$ cat src/rtl/sdf_bf_stage.sv
// Radix-2 single-path delay-feedback (SDF) butterfly stage.
// Each 2D-sample frame splits into two halves. During the first half the
// input is parked in a D-deep feedback delay line, and the previous frame's
// differences drain out. During the second half the parked sample a meets
// the new sample b. a+b goes to the output and a-b is fed back into the delay
// line. Arithmetic is done in WIDTH+1 bits so the butterfly growth bit is kept.
module sdf_bf_stage #(
    parameter int WIDTH      = 13,
    parameter int DEPTH_LOG2 = 3,
    parameter int SCALE      = 0
) (
    input  logic             clk,
    input  logic             rst,
    input  logic             in_valid,
    input  logic             in_sof,
    input  logic [WIDTH-1:0] in_re,
    input  logic [WIDTH-1:0] in_im,
    output logic             out_valid,
    output logic             out_sof,
    output logic [WIDTH:0]   out_re,
    output logic [WIDTH:0]   out_im
);

    localparam int D  = 1 << DEPTH_LOG2;
    localparam int OW = WIDTH + 1;
    localparam int CW = DEPTH_LOG2 + 1;
    localparam logic [CW-1:0] HALF_C = CW'(D);
    localparam logic [CW-1:0] ONE_C  = CW'(1);
    localparam logic [CW-1:0] ZERO_C = CW'(0);

    // Optional divide-by-two on every value that reaches the output register.
    // An arithmetic shift keeps the sign and truncates toward -inf.
    function automatic logic [OW-1:0] scale_f(input logic [OW-1:0] v);
        logic [OW-1:0] r;
        if (SCALE != 0) begin
            r = {v[OW-1], v[OW-1:1]};
        end else begin
            r = v;
        end
        return r;
    endfunction

    logic [CW-1:0] cnt_q, cnt_d;
    logic [CW-1:0] eff_cnt_s;
    logic          phase_s;
    logic [OW-1:0] dl_re_q [D];
    logic [OW-1:0] dl_im_q [D];
    logic [OW-1:0] ext_re_s, ext_im_s;
    logic [OW-1:0] old_re_s, old_im_s;
    logic [OW-1:0] dl_in_re_d, dl_in_im_d;
    logic [OW-1:0] out_re_d, out_im_d;
    logic          out_sof_d;
    logic          out_valid_q, out_sof_q;
    logic [OW-1:0] out_re_q, out_im_q;

    assign ext_re_s = {in_re[WIDTH-1], in_re};
    assign ext_im_s = {in_im[WIDTH-1], in_im};
    assign old_re_s = dl_re_q[D-1];
    assign old_im_s = dl_im_q[D-1];

    // Frame position. A start-of-frame resynchronises this sample to position 0.
    always_comb begin
        eff_cnt_s = cnt_q;
        if (in_valid && in_sof) begin
            eff_cnt_s = ZERO_C;
        end else begin
            eff_cnt_s = cnt_q;
        end
        phase_s = eff_cnt_s[CW-1];
        cnt_d   = eff_cnt_s + ONE_C;
    end

    // Butterfly datapath: first half parks the input, second half adds and subtracts.
    always_comb begin
        dl_in_re_d = ext_re_s;
        dl_in_im_d = ext_im_s;
        out_re_d   = scale_f(old_re_s);
        out_im_d   = scale_f(old_im_s);
        if (phase_s) begin
            dl_in_re_d = old_re_s - ext_re_s;
            dl_in_im_d = old_im_s - ext_im_s;
            out_re_d   = scale_f(old_re_s + ext_re_s);
            out_im_d   = scale_f(old_im_s + ext_im_s);
        end else begin
            dl_in_re_d = ext_re_s;
            dl_in_im_d = ext_im_s;
            out_re_d   = scale_f(old_re_s);
            out_im_d   = scale_f(old_im_s);
        end
        out_sof_d = in_valid && (eff_cnt_s == HALF_C);
    end

    // Sample counter advances only on valid samples, so stalls leave it untouched.
    always_ff @(posedge clk or posedge rst) begin
        if (rst) begin
            cnt_q <= ZERO_C;
        end else if (in_valid) begin
            cnt_q <= cnt_d;
        end else begin
            cnt_q <= cnt_q;
        end
    end

    // Feedback delay line shifts one place per valid sample. Entry D-1 is the oldest.
    always_ff @(posedge clk or posedge rst) begin
        if (rst) begin
            for (int i = 0; i < D; i++) begin
                dl_re_q[i] <= '0;
                dl_im_q[i] <= '0;
            end
        end else if (in_valid) begin
            dl_re_q[0] <= dl_in_re_d;
            dl_im_q[0] <= dl_in_im_d;
            for (int i = 1; i < D; i++) begin
                dl_re_q[i] <= dl_re_q[i-1];
                dl_im_q[i] <= dl_im_q[i-1];
            end
        end else begin
            for (int i = 0; i < D; i++) begin
                dl_re_q[i] <= dl_re_q[i];
                dl_im_q[i] <= dl_im_q[i];
            end
        end
    end

    // Output register: valid/sof follow the input by one cycle, data holds across stalls.
    always_ff @(posedge clk or posedge rst) begin
        if (rst) begin
            out_valid_q <= 1'b0;
            out_sof_q   <= 1'b0;
            out_re_q    <= '0;
            out_im_q    <= '0;
        end else begin
            out_valid_q <= in_valid;
            out_sof_q   <= out_sof_d;
            if (in_valid) begin
                out_re_q <= out_re_d;
                out_im_q <= out_im_d;
            end else begin
                out_re_q <= out_re_q;
                out_im_q <= out_im_q;
            end
        end
    end

    assign out_valid = out_valid_q;
    assign out_sof   = out_sof_q;
    assign out_re    = out_re_q;
    assign out_im    = out_im_q;

endmodule

$ cat config.mk
export PLATFORM = sky130hd
export DESIGN_NAME = sdf_bf_stage
export DESIGN_NICKNAME = d
export VERILOG_FILES = /design/src/rtl/sdf_bf_stage.sv
export SDC_FILE = /design/constraint.sdc
export NUM_CORES = 1
export LEC_CHECK = 0
export ABC_AREA = 0
export BUFFER_PORTS_ARGS = -buffer_cell sky130_fd_sc_hd__buf_4
export CORE_UTILIZATION = 60
export CTS_CLUSTER_DIAMETER = 30
export DETAILED_ROUTE_END_ITERATION = 8
export PLACE_DENSITY_LB_ADDON = 0.12
export RECOVER_POWER = 100
export SYNTH_ARGS = -nofsm -noshare
export SYNTH_HDL_FRONTEND = slang
export SYNTH_SLANG_ARGS = --single-unit
$ cat constraint.sdc
create_clock -name clk -period 11.45 [get_ports clk]
set_clock_uncertainty 0.1 [all_clocks]
set_input_delay 2.29 -clock clk [delete_from_list [all_inputs] [get_ports clk]]
set_output_delay 2.29 -clock clk [all_outputs]
set_load 0.02 [all_outputs]
# Word-level counts from Yosys, hierarchy flattened
# Index checks and enable logic that the tools add are counted.
[word_totals]
regBits = 258
input_bits = 30
out_inout_bits = 30
word_cells = 34
[classes]
add_sub_neg = 5
eq_ne = 1
mux = 5
n_reduce_logical = 2
[ops]
columns = ["op", "n"]
rows = [
  ["two-way mux 14 bit", 4],
  ["adder 14 bit", 2],
  ["subtractor 14 bit", 2],
  ["adder 4 x 1 -> 4 bit, second input constant", 1],
  ["equality test 4 bit, second input constant", 1],
  ["two-way mux 4 bit", 1],
  ["logical AND 1 bit", 2],
]

# Logic depth before layout (Yosys ltp)
[depth]
ltp_word = 4
depth_mapped = 11
depth_no_buf = 11

# Worst setup path before layout
# OpenSTA, ideal clock, no wires.
[synth_path]
path_kind = "input to register"
start = "input in_im[5]"
end = "register out_im_q[13] (netlist: out_im[13])"
setup_ps = 137
arrival_time_ps = 4019
required_ps = 11213
setup_slack_ps = 7194
stages = 9
n_path_buf = 1
cell_sequence = "inv_1 > ha_1 > buf_2 > or4_1 > o21ai_4 > a2111oi_4 > nor3_2 > xor2_1 > a21oi_1"
[synth_via]
elab_chain_len = 2
[synth_rtl]
columns = ["item", "line", "source"]
rows = [
  ["from (decl)", "17", "input logic [WIDTH-1:0] in_im,"],
  ["adder 14 bit", "83", "out_im_d = scale_f(old_im_s + ext_im_s);"],
  ["two-way mux 14 bit", "79", "if (phase_s) begin"],
  ["to (signal assigned)", "138", "out_im_q <= out_im_d;"],
  ["to (signal assigned)", "141", "out_im_q <= out_im_q;"],
  ["to (decl)", "54", "logic [OW-1:0] out_re_q, out_im_q;"],
]
# No other way between the ends.
# A chain may end at the register's enable or synchronous reset.

==> results by group <==
Status
  • Status: finished with violations
  • Failing checks: capacitance limit, slew limit

Layout
  • NumNets Final: 1209
  • Antenna diode instance count: 0
  • Most common cell after layout, fill and taps aside: dfrtp_1
  • Most frequent cells in the layout: dfrtp_1 (258), mux2_2 (201), a21oi_1 (87)
  • Share of cells above drive strength 1: 29.6%
  • Register area: 6460 µm²
  • Fillers: 1407
  • Final Util: 72.4%
  • Non-Filler Instances: 1434
  • Synth-to-layout area growth: 18.5%
  • Area occupied by multi-input gates: 5500 µm²
  • Fin area: 14700 µm²

Synthesis
  • Post-synth EDFFs: 0
  • Seq cells post-synth: 258
  • Seq/Total Area, Yosys: 52.2%
  • Synth Warn #: 0
  • Yosys cell types: 64
  • Post-synth top flop: dfrtp_1
  • Syn Inst Count: 1057
  • Net Count, Synth: 1145
  • FFs w/ async S/R, synth: 100%
  • Synthesized cell area: 12400 µm²
  • Syn_area_per_cell: 11.7 µm²

Power and ir drop
  • Pint: 2.91 mW
  • Total power draw: 4.34 mW
  • Seq pwr share: 35.7%
  • Worst vdd ir: 0.161 mV
  • Sw Ratio: 32.9%
  • Static Leak: 6.37 nW
  • P_sw: 1.43 mW
  • PwrDens: 296 nW/µm²
  • Comb pwr share: 29.7%
  • Clk network pwr share: 34.6%

Floorplanning
  • Chip Height: 146 µm
  • Initial core utilization: 61.1%
  • FP Rows: 52
  • Die ar.: 21200 µm²
  • I/O Pins: 60
  • DIE WIDTH: 146 µm
  • Core area: 20200 µm²

CTS
  • CTS Buf Count: 52
  • CTS Hold Bufs: 0
  • Number of gates resized after CTS: 0
  • H-tree depth: 2
  • Post-CTS setup buffers: 0
  • Clk_lat worst skew: 0.55 ns
  • Clock sink total: 258
  • CTS tree: built
  • Max Root-Sink Buffers: 3
  • Worst-path clk slew: 0.05 ns
  • Clock root cell: clkbuf_16

Hold path
  • Hold path endpoint: old_im_s[9]
  • Worst hold path class: reg2reg
  • Worst Min Path Start: dl_im_q[23]
  • Hold path depth: 1

Setup path
  • Reg2Reg Launch Point: cnt_q[3]
  • CP Data Required Time: 11.91 ns
  • Crit-path max FO: 114
  • Critical path class: in2async
  • Cells along the critical path: clkbuf_4, clkinvlp_2, buf_4, buf_4
  • Most used cell along the critical path: buf_4
  • CP Buf/Inv Count: 4
  • Max stage delay on crit path: 2.69 ns
  • Worst Setup End Kind: async pin
  • R2r endpoint: out_re[5]
  • Arr. time, crit path: 7.03 ns
  • R2R depth: 4
  • Crit path launch: rst
  • Slowest cell on crit path: clkinvlp_2
  • Largest delay share family, worst path: buffers and inverters
  • Setup crit start kind: input port
  • R2R setup slack: 7.43 ns

Timing
  • Setup tns final: 0 ns
  • Fin. Hold Viols: 0
  • Final setup violation count: 0
  • Fin Hold WS: 0.393 ns
  • Final Cycle Share: 57.3%
  • Slew Limit Fails: 392
  • RSZ-0062 raised after global routing: no
  • Rel. slew slack: -227%
  • Slew @ Worst Pin: 4.88 ns
  • Final setup margin: 4.88 ns
  • Max Fclk: 152 MHz
  • Final min period: 6.57 ns

Detailed routing
  • Antenna-violating nets left: 0
  • Initial DRT Pass Iterations: 5
  • DRC: 0
  • Via count: 7960
  • Routed vias/inst: 5.55
  • Routed wire length: 23700 µm
  • 1st-iter DRT viols: 448
  • Routed WL per cell: 16.5 µm

Place
  • Dpl cells: 1337
  • Detailed placer's ending HPWL: 14600 µm
  • Place WS: 6.50 ns
  • Area post-placement: 13000 µm²
  • Gp weighted congestion: 0.894
  • PortBufs: 59

GRT
  • Global-route wire length before repair: 40900 µm
  • Overflow after GRT: 0
  • Total GRT Usage: 23.6%
  • Initial antenna violation count: 0
  • Largest net degree at the start of global routing: 117
  • Vias in the first global route: 8119

Flow run
  • Max cap viols: 5
-- registers in the layout, summed over array words and instances (netlist names) --
signal and cells:
old_im_s 14, dl_re_q 98, cnt_q 4, out_re 14, out_im 14, out_valid 1, out_sof 1, old_re_s 14
dl_im_q 98
-- worst max path at each step --
stage / depth (start not counted) / slack, ns / to
after detailed placement: 4 / 6.50 / dl_re_q[73]
after floorplan: 1 / 1.96 / cnt_q[0]
after global placement: 4 / 6.55 / dl_re_q[73]
after global routing: 4 / 3.83 / out_re[8]
final: 4 / 4.88 / dl_re_q[101]
after CTS: 4 / 7.07 / dl_re_q[86]
-- cells by family (layout without fill, tap and decap cells) --
family                   Yosys count  after routing  share of synthesized area, %
AND/OR/NAND/NOR                  193            193                          7.18
multiplexers                     204            204                          18.5
flip-flops                       258            258                          52.2
AO/OA/AOI/OAI                    195            195                          9.81
XOR/XNOR                          39             39                          2.76
adder cells (fa/ha/maj)           58             58                          6.11
buffers and inverters            110            217                          3.42
-- cells in the mapped netlist (all sizes together), types with 6 or more instances --
master | number | share of area, %
a21o | 9 | 0.55
a21oi | 87 | 3.5
a31oi | 11 | 0.56
and3 | 9 | 0.47
buf | 9 | 0.33
clkbuf | 46 | 1.4
dfrtp | 258 | 52
ha | 54 | 5.5
inv | 54 | 1.6
mux2 | 201 | 18
nand2 | 42 | 1.3
nand2b | 9 | 0.46
nand3 | 12 | 0.49
nor2 | 80 | 2.4
nor2b | 7 | 0.41
nor3 | 19 | 0.85
o21ai | 47 | 2.0
o21bai | 6 | 0.36
o31ai | 6 | 0.44
xnor2 | 27 | 1.9
xor2 | 12 | 0.85
-- worst register-to-register path, cell delays in order (launching register included) --
cell and delay (ns):
dfrtp_1 0.42, nand2_2 0.07, clkbuf_1 2.10, o21ai_0 0.74, mux2_2 0.47
-- power by group through the flow --
| stage | Combinational (mW) | Sequential, mW | Clock (mW) |
|---|---|---|---|
| 3_3_place_gp | 1.28 | 1.54 | 0 |
| 3_5_place_dp | 1.31 | 1.56 | 0 |
| 4_1_cts | 1.33 | 1.55 | 1.52 |
| 2_1_floorplan | 0.979 | 1.53 | 0 |
| 5_1_grt | 1.44 | 1.61 | 1.57 |
| 6_report | 1.29 | 1.55 | 1.50 |
-- cell type report --
cell class / count / share of cell area, %
Sequential cell: 258 / 44.0
Clock inverter: 35 / 2.70
Timing Repair Buffer: 65 / 2.51
Clock buffer: 62 / 9.54
Inverter: 55 / 1.42
Tap cell: 270 / 2.30
Multi-Input combinational cell: 689 / 37.5
-- routing by layer --
layer  wire length (µm)  part of all wire, %  up-vias  global-route usage, %
li1                   -                    -     3854                      -
met1              11800                   50     3927                   35.3
met2              10600                   45      137                   35.5
met3                945                  4.0       42                   4.23
met4                383                  1.6        0                   6.37
met5                  0                    0        -                      0
No activity file was read; power rests on OpenSTA's default activity.
